<file path="src/rtl/cpu_run_monitor_if.sv">
// Bundle of run-control, core-observation and trace-read signals between the run monitor and its user.
interface cpu_run_monitor_if #(
    parameter int PC_W   = 16,
    parameter int DATA_W = 16,
    parameter int DEPTH  = 16
);
    localparam int AW = $clog2(DEPTH);

    logic                     start;
    logic                     cpu_reset;
    logic [PC_W-1:0]          pc_in;
    logic [DATA_W-1:0]        result_in;
    logic [AW-1:0]            rd_addr;
    logic [PC_W+DATA_W-1:0]   rd_data;
    logic [AW:0]              entries;
    logic [31:0]              cycle_count;
    logic [1:0]               state;
    logic                     done;
    logic                     halted;
    logic                     timeout;

    modport master (
        output start, pc_in, result_in, rd_addr,
        input  cpu_reset, rd_data, entries, cycle_count, state, done, halted, timeout
    );

    modport slave (
        input  start, pc_in, result_in, rd_addr,
        output cpu_reset, rd_data, entries, cycle_count, state, done, halted, timeout
    );
endinterface

</file>
<file path="src/rtl/cpu_run_monitor.sv">
// Run controller for the 16-bit core: sequences its reset, traces PC changes, ends run on halt or timeout.
// rd_data follows rd_addr by one cycle; no backpressure, start is ignored outside IDLE/DONE.
module cpu_run_monitor #(
    parameter int PC_W         = 16,
    parameter int DATA_W       = 16,
    parameter int DEPTH        = 16,
    parameter int RESET_CYCLES = 5,
    parameter int HALT_CYCLES  = 4,
    parameter int MAX_CYCLES   = 1024
) (
    input  logic              clk,
    input  logic              reset,
    cpu_run_monitor_if.slave  bus
);
    localparam int AW = $clog2(DEPTH);
    localparam int EW = AW + 1;
    localparam int TW = PC_W + DATA_W;
    localparam int HW = $clog2(RESET_CYCLES + 1);
    localparam int SW = $clog2(HALT_CYCLES + 1);

    typedef enum logic [1:0] {
        IDLE = 2'd0,
        HOLD = 2'd1,
        RUN  = 2'd2,
        DONE = 2'd3
    } state_t;

    state_t          state_q, state_d;
    logic            cpu_reset_q, cpu_reset_d;
    logic [HW-1:0]   hold_cnt_q, hold_cnt_d;
    logic [SW-1:0]   stable_q, stable_d;
    logic [31:0]     cycle_count_q, cycle_count_d;
    logic [EW-1:0]   entries_q, entries_d;
    logic [AW-1:0]   wr_ptr_q, wr_ptr_d;
    logic [PC_W-1:0] prev_pc_q, prev_pc_d;
    logic            halted_q, halted_d;
    logic            timeout_q, timeout_d;
    logic            done_q, done_d;
    logic [TW-1:0]   rd_data_q, rd_data_d;
    logic [TW-1:0]   trace_q [DEPTH];

    logic            wr_en;
    logic            first_run;
    logic            pc_same;
    logic [AW-1:0]   rd_idx;

    always_comb begin
        state_d       = state_q;
        cpu_reset_d   = cpu_reset_q;
        hold_cnt_d    = hold_cnt_q;
        stable_d      = stable_q;
        cycle_count_d = cycle_count_q;
        entries_d     = entries_q;
        wr_ptr_d      = wr_ptr_q;
        halted_d      = halted_q;
        timeout_d     = timeout_q;
        done_d        = done_q;
        prev_pc_d     = bus.pc_in;
        wr_en         = 1'b0;

        // The first RUN cycle always records, whatever PC the core held in reset.
        first_run = (cycle_count_q == '0);
        pc_same   = !first_run && (bus.pc_in == prev_pc_q);

        case (state_q)
            IDLE, DONE: begin
                if (bus.start) begin
                    state_d       = HOLD;
                    cpu_reset_d   = 1'b1;
                    hold_cnt_d    = '0;
                    stable_d      = '0;
                    cycle_count_d = '0;
                    entries_d     = '0;
                    wr_ptr_d      = '0;
                    halted_d      = 1'b0;
                    timeout_d     = 1'b0;
                    done_d        = 1'b0;
                end
            end
            HOLD: begin
                if (hold_cnt_q == HW'(RESET_CYCLES - 1)) begin
                    state_d     = RUN;
                    cpu_reset_d = 1'b0;
                end else begin
                    hold_cnt_d = hold_cnt_q + 1'b1;
                end
            end
            RUN: begin
                if (cycle_count_q != '1) begin
                    cycle_count_d = cycle_count_q + 1'b1;
                end
                if (!pc_same) begin
                    wr_en    = 1'b1;
                    wr_ptr_d = wr_ptr_q + 1'b1;
                    if (entries_q != EW'(DEPTH)) begin
                        entries_d = entries_q + 1'b1;
                    end
                end
                stable_d = pc_same ? stable_q + 1'b1 : '0;
                // Halt takes priority when both end conditions land on the same cycle.
                if (stable_d == SW'(HALT_CYCLES)) begin
                    halted_d    = 1'b1;
                    state_d     = DONE;
                    cpu_reset_d = 1'b1;
                    done_d      = 1'b1;
                end else if (cycle_count_d == 32'(MAX_CYCLES)) begin
                    timeout_d   = 1'b1;
                    state_d     = DONE;
                    cpu_reset_d = 1'b1;
                    done_d      = 1'b1;
                end
            end
            default: begin
                state_d = IDLE;
            end
        endcase

        // Logical index 0 is the oldest entry; once full, the oldest sits at wr_ptr.
        rd_idx    = ((entries_q == EW'(DEPTH)) ? wr_ptr_q : '0) + bus.rd_addr;
        rd_data_d = ({1'b0, bus.rd_addr} < entries_q) ? trace_q[rd_idx] : '0;
    end

    always_ff @(posedge clk) begin
        if (reset) begin
            state_q       <= IDLE;
            cpu_reset_q   <= 1'b1;
            hold_cnt_q    <= '0;
            stable_q      <= '0;
            cycle_count_q <= '0;
            entries_q     <= '0;
            wr_ptr_q      <= '0;
            prev_pc_q     <= '0;
            halted_q      <= 1'b0;
            timeout_q     <= 1'b0;
            done_q        <= 1'b0;
            rd_data_q     <= '0;
        end else begin
            state_q       <= state_d;
            cpu_reset_q   <= cpu_reset_d;
            hold_cnt_q    <= hold_cnt_d;
            stable_q      <= stable_d;
            cycle_count_q <= cycle_count_d;
            entries_q     <= entries_d;
            wr_ptr_q      <= wr_ptr_d;
            prev_pc_q     <= prev_pc_d;
            halted_q      <= halted_d;
            timeout_q     <= timeout_d;
            done_q        <= done_d;
            rd_data_q     <= rd_data_d;
        end
    end

    always_ff @(posedge clk) begin
        if (wr_en && !reset) begin
            trace_q[wr_ptr_q] <= {bus.pc_in, bus.result_in};
        end
    end

    assign bus.state       = state_q;
    assign bus.cpu_reset   = cpu_reset_q;
    assign bus.entries     = entries_q;
    assign bus.cycle_count = cycle_count_q;
    assign bus.halted      = halted_q;
    assign bus.timeout     = timeout_q;
    assign bus.done        = done_q;
    assign bus.rd_data     = rd_data_q;
endmodule

</file>
<file path="src/flat_wrapper.sv">
// flat-port wrapper written by rule: the top's interface ports become plain ports
module cpu_run_monitor_flat 
#(
    parameter int PC_W         = 16,
    parameter int DATA_W       = 16,
    parameter int DEPTH        = 16,
    parameter int RESET_CYCLES = 5,
    parameter int HALT_CYCLES  = 4,
    parameter int MAX_CYCLES   = 1024
)
  (clk, reset, bus_start, bus_pc_in, bus_result_in, bus_rd_addr, bus_cpu_reset, bus_rd_data, bus_entries, bus_cycle_count, bus_state, bus_done, bus_halted, bus_timeout);
  cpu_run_monitor_if #(.PC_W(PC_W), .DATA_W(DATA_W), .DEPTH(DEPTH)) bus_i ();
  input  logic clk;
  input  logic reset;
  input wire logic [$bits(bus_i.start)-1:0] bus_start;
  input wire logic [$bits(bus_i.pc_in)-1:0] bus_pc_in;
  input wire logic [$bits(bus_i.result_in)-1:0] bus_result_in;
  input wire logic [$bits(bus_i.rd_addr)-1:0] bus_rd_addr;
  output wire logic [$bits(bus_i.cpu_reset)-1:0] bus_cpu_reset;
  output wire logic [$bits(bus_i.rd_data)-1:0] bus_rd_data;
  output wire logic [$bits(bus_i.entries)-1:0] bus_entries;
  output wire logic [$bits(bus_i.cycle_count)-1:0] bus_cycle_count;
  output wire logic [$bits(bus_i.state)-1:0] bus_state;
  output wire logic [$bits(bus_i.done)-1:0] bus_done;
  output wire logic [$bits(bus_i.halted)-1:0] bus_halted;
  output wire logic [$bits(bus_i.timeout)-1:0] bus_timeout;
  assign bus_i.start = bus_start;
  assign bus_i.pc_in = bus_pc_in;
  assign bus_i.result_in = bus_result_in;
  assign bus_i.rd_addr = bus_rd_addr;
  assign bus_cpu_reset = bus_i.cpu_reset;
  assign bus_rd_data = bus_i.rd_data;
  assign bus_entries = bus_i.entries;
  assign bus_cycle_count = bus_i.cycle_count;
  assign bus_state = bus_i.state;
  assign bus_done = bus_i.done;
  assign bus_halted = bus_i.halted;
  assign bus_timeout = bus_i.timeout;
  cpu_run_monitor #(.PC_W(PC_W), .DATA_W(DATA_W), .DEPTH(DEPTH), .RESET_CYCLES(RESET_CYCLES), .HALT_CYCLES(HALT_CYCLES), .MAX_CYCLES(MAX_CYCLES)) u_core (.clk(clk), .reset(reset), .bus(bus_i));
endmodule
</file>
<file path="config.mk">
export PLATFORM = sky130hd
export DESIGN_NAME = cpu_run_monitor_flat
export DESIGN_NICKNAME = d
export VERILOG_FILES = /design/src/rtl/cpu_run_monitor_if.sv /design/src/rtl/cpu_run_monitor.sv /design/src/flat_wrapper.sv
export SDC_FILE = /design/constraint.sdc
export NUM_CORES = 1
export LEC_CHECK = 0
export ABC_AREA = 1
export CAP_MARGIN = 20
export CORE_UTILIZATION = 25
export CTS_CLUSTER_SIZE = 8
export DETAILED_ROUTE_END_ITERATION = 10
export HOLD_SLACK_MARGIN = 0.05
export PLACE_DENSITY = 0.37
export SETUP_SLACK_MARGIN = 0.1
export SLEW_MARGIN = 20
export SYNTH_ARGS = -nofsm -noshare
export SYNTH_HDL_FRONTEND = slang
export SYNTH_SLANG_ARGS = --single-unit
export TNS_END_PERCENT = 10
</file>
<file path="constraint.sdc">
create_clock -name clk -period 9.96 [get_ports clk]
set_input_delay 2.49 -clock clk [delete_from_list [all_inputs] [get_ports clk]]
set_output_delay 2.49 -clock clk [all_outputs]
set_load 0.01 [all_outputs]
</file>
==> metrics <==
Pint 4.62 mW; final core area utilization 0.304; top achievable clock speed 172 MHz; switching component of the power 1.46 mW; Initial DRT Pass Iterations 8; Cell Pwr Density 196 nW/um^2; number of gates resized after cts 0; Final Slew Violations 0; setup total negative slack 0 ns; Sinks on Clock Net 613; setup slack after placement 3.46 ns; worst min-delay path category reg2reg; cell at the root of the clock tree clkbuf_16; layout cells sized above 1 0.0786; MaxCap Viol Count 0; half-perimeter wire length after detailed placement 38.9 mm; Hold Vio Cnt, Final 0; overall overflow remaining after global route 0; crit path time final 5.81 ns; worst relative slew slack 0.0930; synthesized instance count 2160; crit path capture type flop; TritonCTS buffer count 87; largest net degree at the start of global routing 196; IO Count 114; final clock period utilization by the worst path 0.583; Via-to-Cell Ratio 4.48; warning count from the yosys run 0; Critical Path Fanout Max 36; Most used DFF post-synth edfxtp_1; measured slew at the worst slew-check pin 1.36 ns; final wirelength 74.7 mm; Post-CTS Hold Fix Bufs 0; area delta synth->final 20.7%; remaining number of nets flagged by the antenna check after routing 0; relative contribution of sequential cells to total power 0.470; wire length per cell after detailed routing 20.1 um; Post-Synthesis Mean Instance Area 11.9 um^2; total setup violations reported at the end of the flow 0; Worst Path Class, Setup in2reg; initial cell density of the core 0.252; Clock Latency Late Sink 0.65 ns; Horiz. Die Dim 322 um; buffer depth of the longest clock path 3; startpoint type of the worst setup path input pin; initial antenna violation count 4; Max Clock Skew 0.0361 ns; vias in the first global route 17193; async set or reset register ratio after synthesis 0; placed cell count 3562; input/output buffers 113; vias after detailed routing 16608; Final Non-Filler Cells 3710; run status finished with violations; count of state elements after synthesis 613; die area 104000 um^2; setup ws final 4.15 ns; switching part of the total power 0.240; required time of the worst setup path 10.42 ns; number of placement rows 117; largest voltage drop on the vdd net 0.000111 V; syn_nets 2220; violations in the final reports design-rule violations; overall fraction of global-route tracks in use 0.144; number of enable-type register cells in the synthesized netlist 512; clock edge transition at the registers on the reported setup and hold paths 0.05 ns; Core Footprint 102000 um^2; total standard cell area after synthesis 25600 um^2; # Post-CTS Setup Buffers 0; die height 322 um; antenna diode instance count 0; clock tree from TritonCTS done; relative contribution of the clock network to total power 0.448; GPL Wtd Cong 0.829; distinct cell type count of the synthesized netlist 44; DRC marker count from the first detailed-route iteration 912; WP data arrival 6.27 ns; Post-route DRC 4; net total in the final layout 2343; Leakage 10.7 nW; sequential share of the synthesized area 0.678; combinational group share of total power 0.082; CTS H-tree depth 3; unrepaired setup endpoints after global routing no; wire length of the first global-routing pass 111 mm
area by class of cell:
class                           instances  area, um^2
Fill cell                           10322       70800
Multi-Input combinational cell       1216        7130
Clock buffer                          140        2380
Clock inverter                          8        96.3
Tap cell                             1368        1710
Inverter                              220         836
Sequential cell                       613       17400
Timing Repair Buffer                  145        1410
worst max-delay path, stage by stage:
cell and delay [ns]:
clkdlybuf4s50_1 0.54, ha_4 0.14, inv_1 0.05, fa_4 0.46, xor2_4 0.17, buf_4 0.25
inv_2 0.78, buf_4 0.60, nand2_1 0.12, a311oi_1 0.59
cells by family after synthesis:
kind of cell | Yosys count | share of synthesized area
adder cells (fa/ha/maj) | 21 | 0.0105
AND/OR/NAND/NOR | 515 | 0.0868
buffers and inverters | 331 | 0.0508
XOR/XNOR | 26 | 0.00917
multiplexers | 128 | 0.0500
AO/OA/AOI/OAI | 526 | 0.114
flip-flops | 613 | 0.678
synth_stat cells, types with 3 or more instances:
library cell / number / share of area
nor2_1: 122 / 0.018
buf_1: 10 / 0.0015
nand3b_1: 4 / 0.0012
nand3_1: 51 / 0.010
a211oi_1: 4 / 0.0012
mux2i_1: 128 / 0.050
clkbuf_1: 78 / 0.011
a311oi_1: 32 / 0.011
nor2_4: 4 / 0.0018
nand2_1: 284 / 0.042
buf_4: 3 / 0.00088
edfxtp_1: 512 / 0.60
dfxtp_1: 101 / 0.079
xor2_1: 12 / 0.0041
nor2_2: 6 / 0.0015
a21oi_1: 210 / 0.041
o211ai_1: 64 / 0.019
nand4_1: 13 / 0.0032
nand2_2: 3 / 0.00073
ha_1: 20 / 0.0098
nor3_1: 7 / 0.0014
buf_6: 3 / 0.0013
inv_1: 216 / 0.032
xnor2_1: 13 / 0.0044
buf_2: 17 / 0.0033
or2_2: 4 / 0.00098
nand3_2: 9 / 0.0035
o21ai_0: 210 / 0.041
worst paths after layout:
check,cells past startpoint,startpoint,slack [ns],end
worst min-delay path,2,u_core.bus.done,0.46,u_core.bus.done
worst max-delay path,10,bus_rd_addr[0],4.15,u_core.bus.rd_data[19]
worst min register to register,2,u_core.bus.done,0.46,u_core.bus.done
worst max register to register,13,u_core.bus.entries[0],5.45,u_core.bus.rd_data[19]
routing by layer:
layer / vias up / track usage / part of all wire
li1: 7953 / - / -
met1: 8227 / 0.198 / 0.48
met2: 327 / 0.230 / 0.46
met3: 97 / 0.0259 / 0.043
met4: 4 / 0.0436 / 0.021
met5: - / 0 / 0.00031
flip-flops by register name, summed over array words and instances, names as in the netlist:
| register | count |
|---|---|
| u_core.hold_cnt_q | 3 |
| u_core.bus.halted | 1 |
| u_core.stable_q | 3 |
| u_core.trace_q | 512 |
| u_core.prev_pc_q | 16 |
| u_core.bus.cycle_count | 32 |
| u_core.wr_ptr_q | 4 |
| u_core.bus.state | 2 |
| u_core.bus.done | 1 |
| u_core.bus.timeout | 1 |
| u_core.bus.entries | 5 |
| u_core.bus.cpu_reset | 1 |
| u_core.bus.rd_data | 32 |
layout by cell type (no fill, tap or decap), drive strengths merged:
master,count
buf,33
o21ai,211
clkbuf,140
edfxtp,512
ha,20
nor2,133
a311oi,32
a211oi,4
or2,4
a21boi,2
nand2,289
nor4,2
and3,1
nor3,7
xnor2,14
fa,1
dfxtp,101
clkdlybuf4s50,112
nand4,13
nand3b,4
inv,223
nand3,61
xor2,12
clkinv,5
a21oi,211
and2,1
o211ai,64
o21a,2
mux2i,128
power groups by stage:
| stage | Clock [mW] | Sequential (mW) | Combinational, mW |
|---|---|---|---|
| 2_1_floorplan | 0 | 2.91 | 0.282 |
| 3_3_place_gp | 0 | 2.91 | 0.490 |
| 3_5_place_dp | 0 | 2.91 | 0.505 |
| 4_1_cts | 2.82 | 2.86 | 0.507 |
| 5_1_grt | 2.91 | 2.86 | 0.555 |
| 6_report | 2.72 | 2.86 | 0.496 |
through the flow:
stage	hold WS, ns	power (mW)	cell area, um^2
global placement	0.451	3.40	28500
finish	0.463	6.07	31000
global route	0.487	6.32	31000
floorplan	0.449	3.19	25600
CTS	0.465	6.19	31000
detailed placement	0.450	3.41	28500
Power figures use the tool's default switching activity.
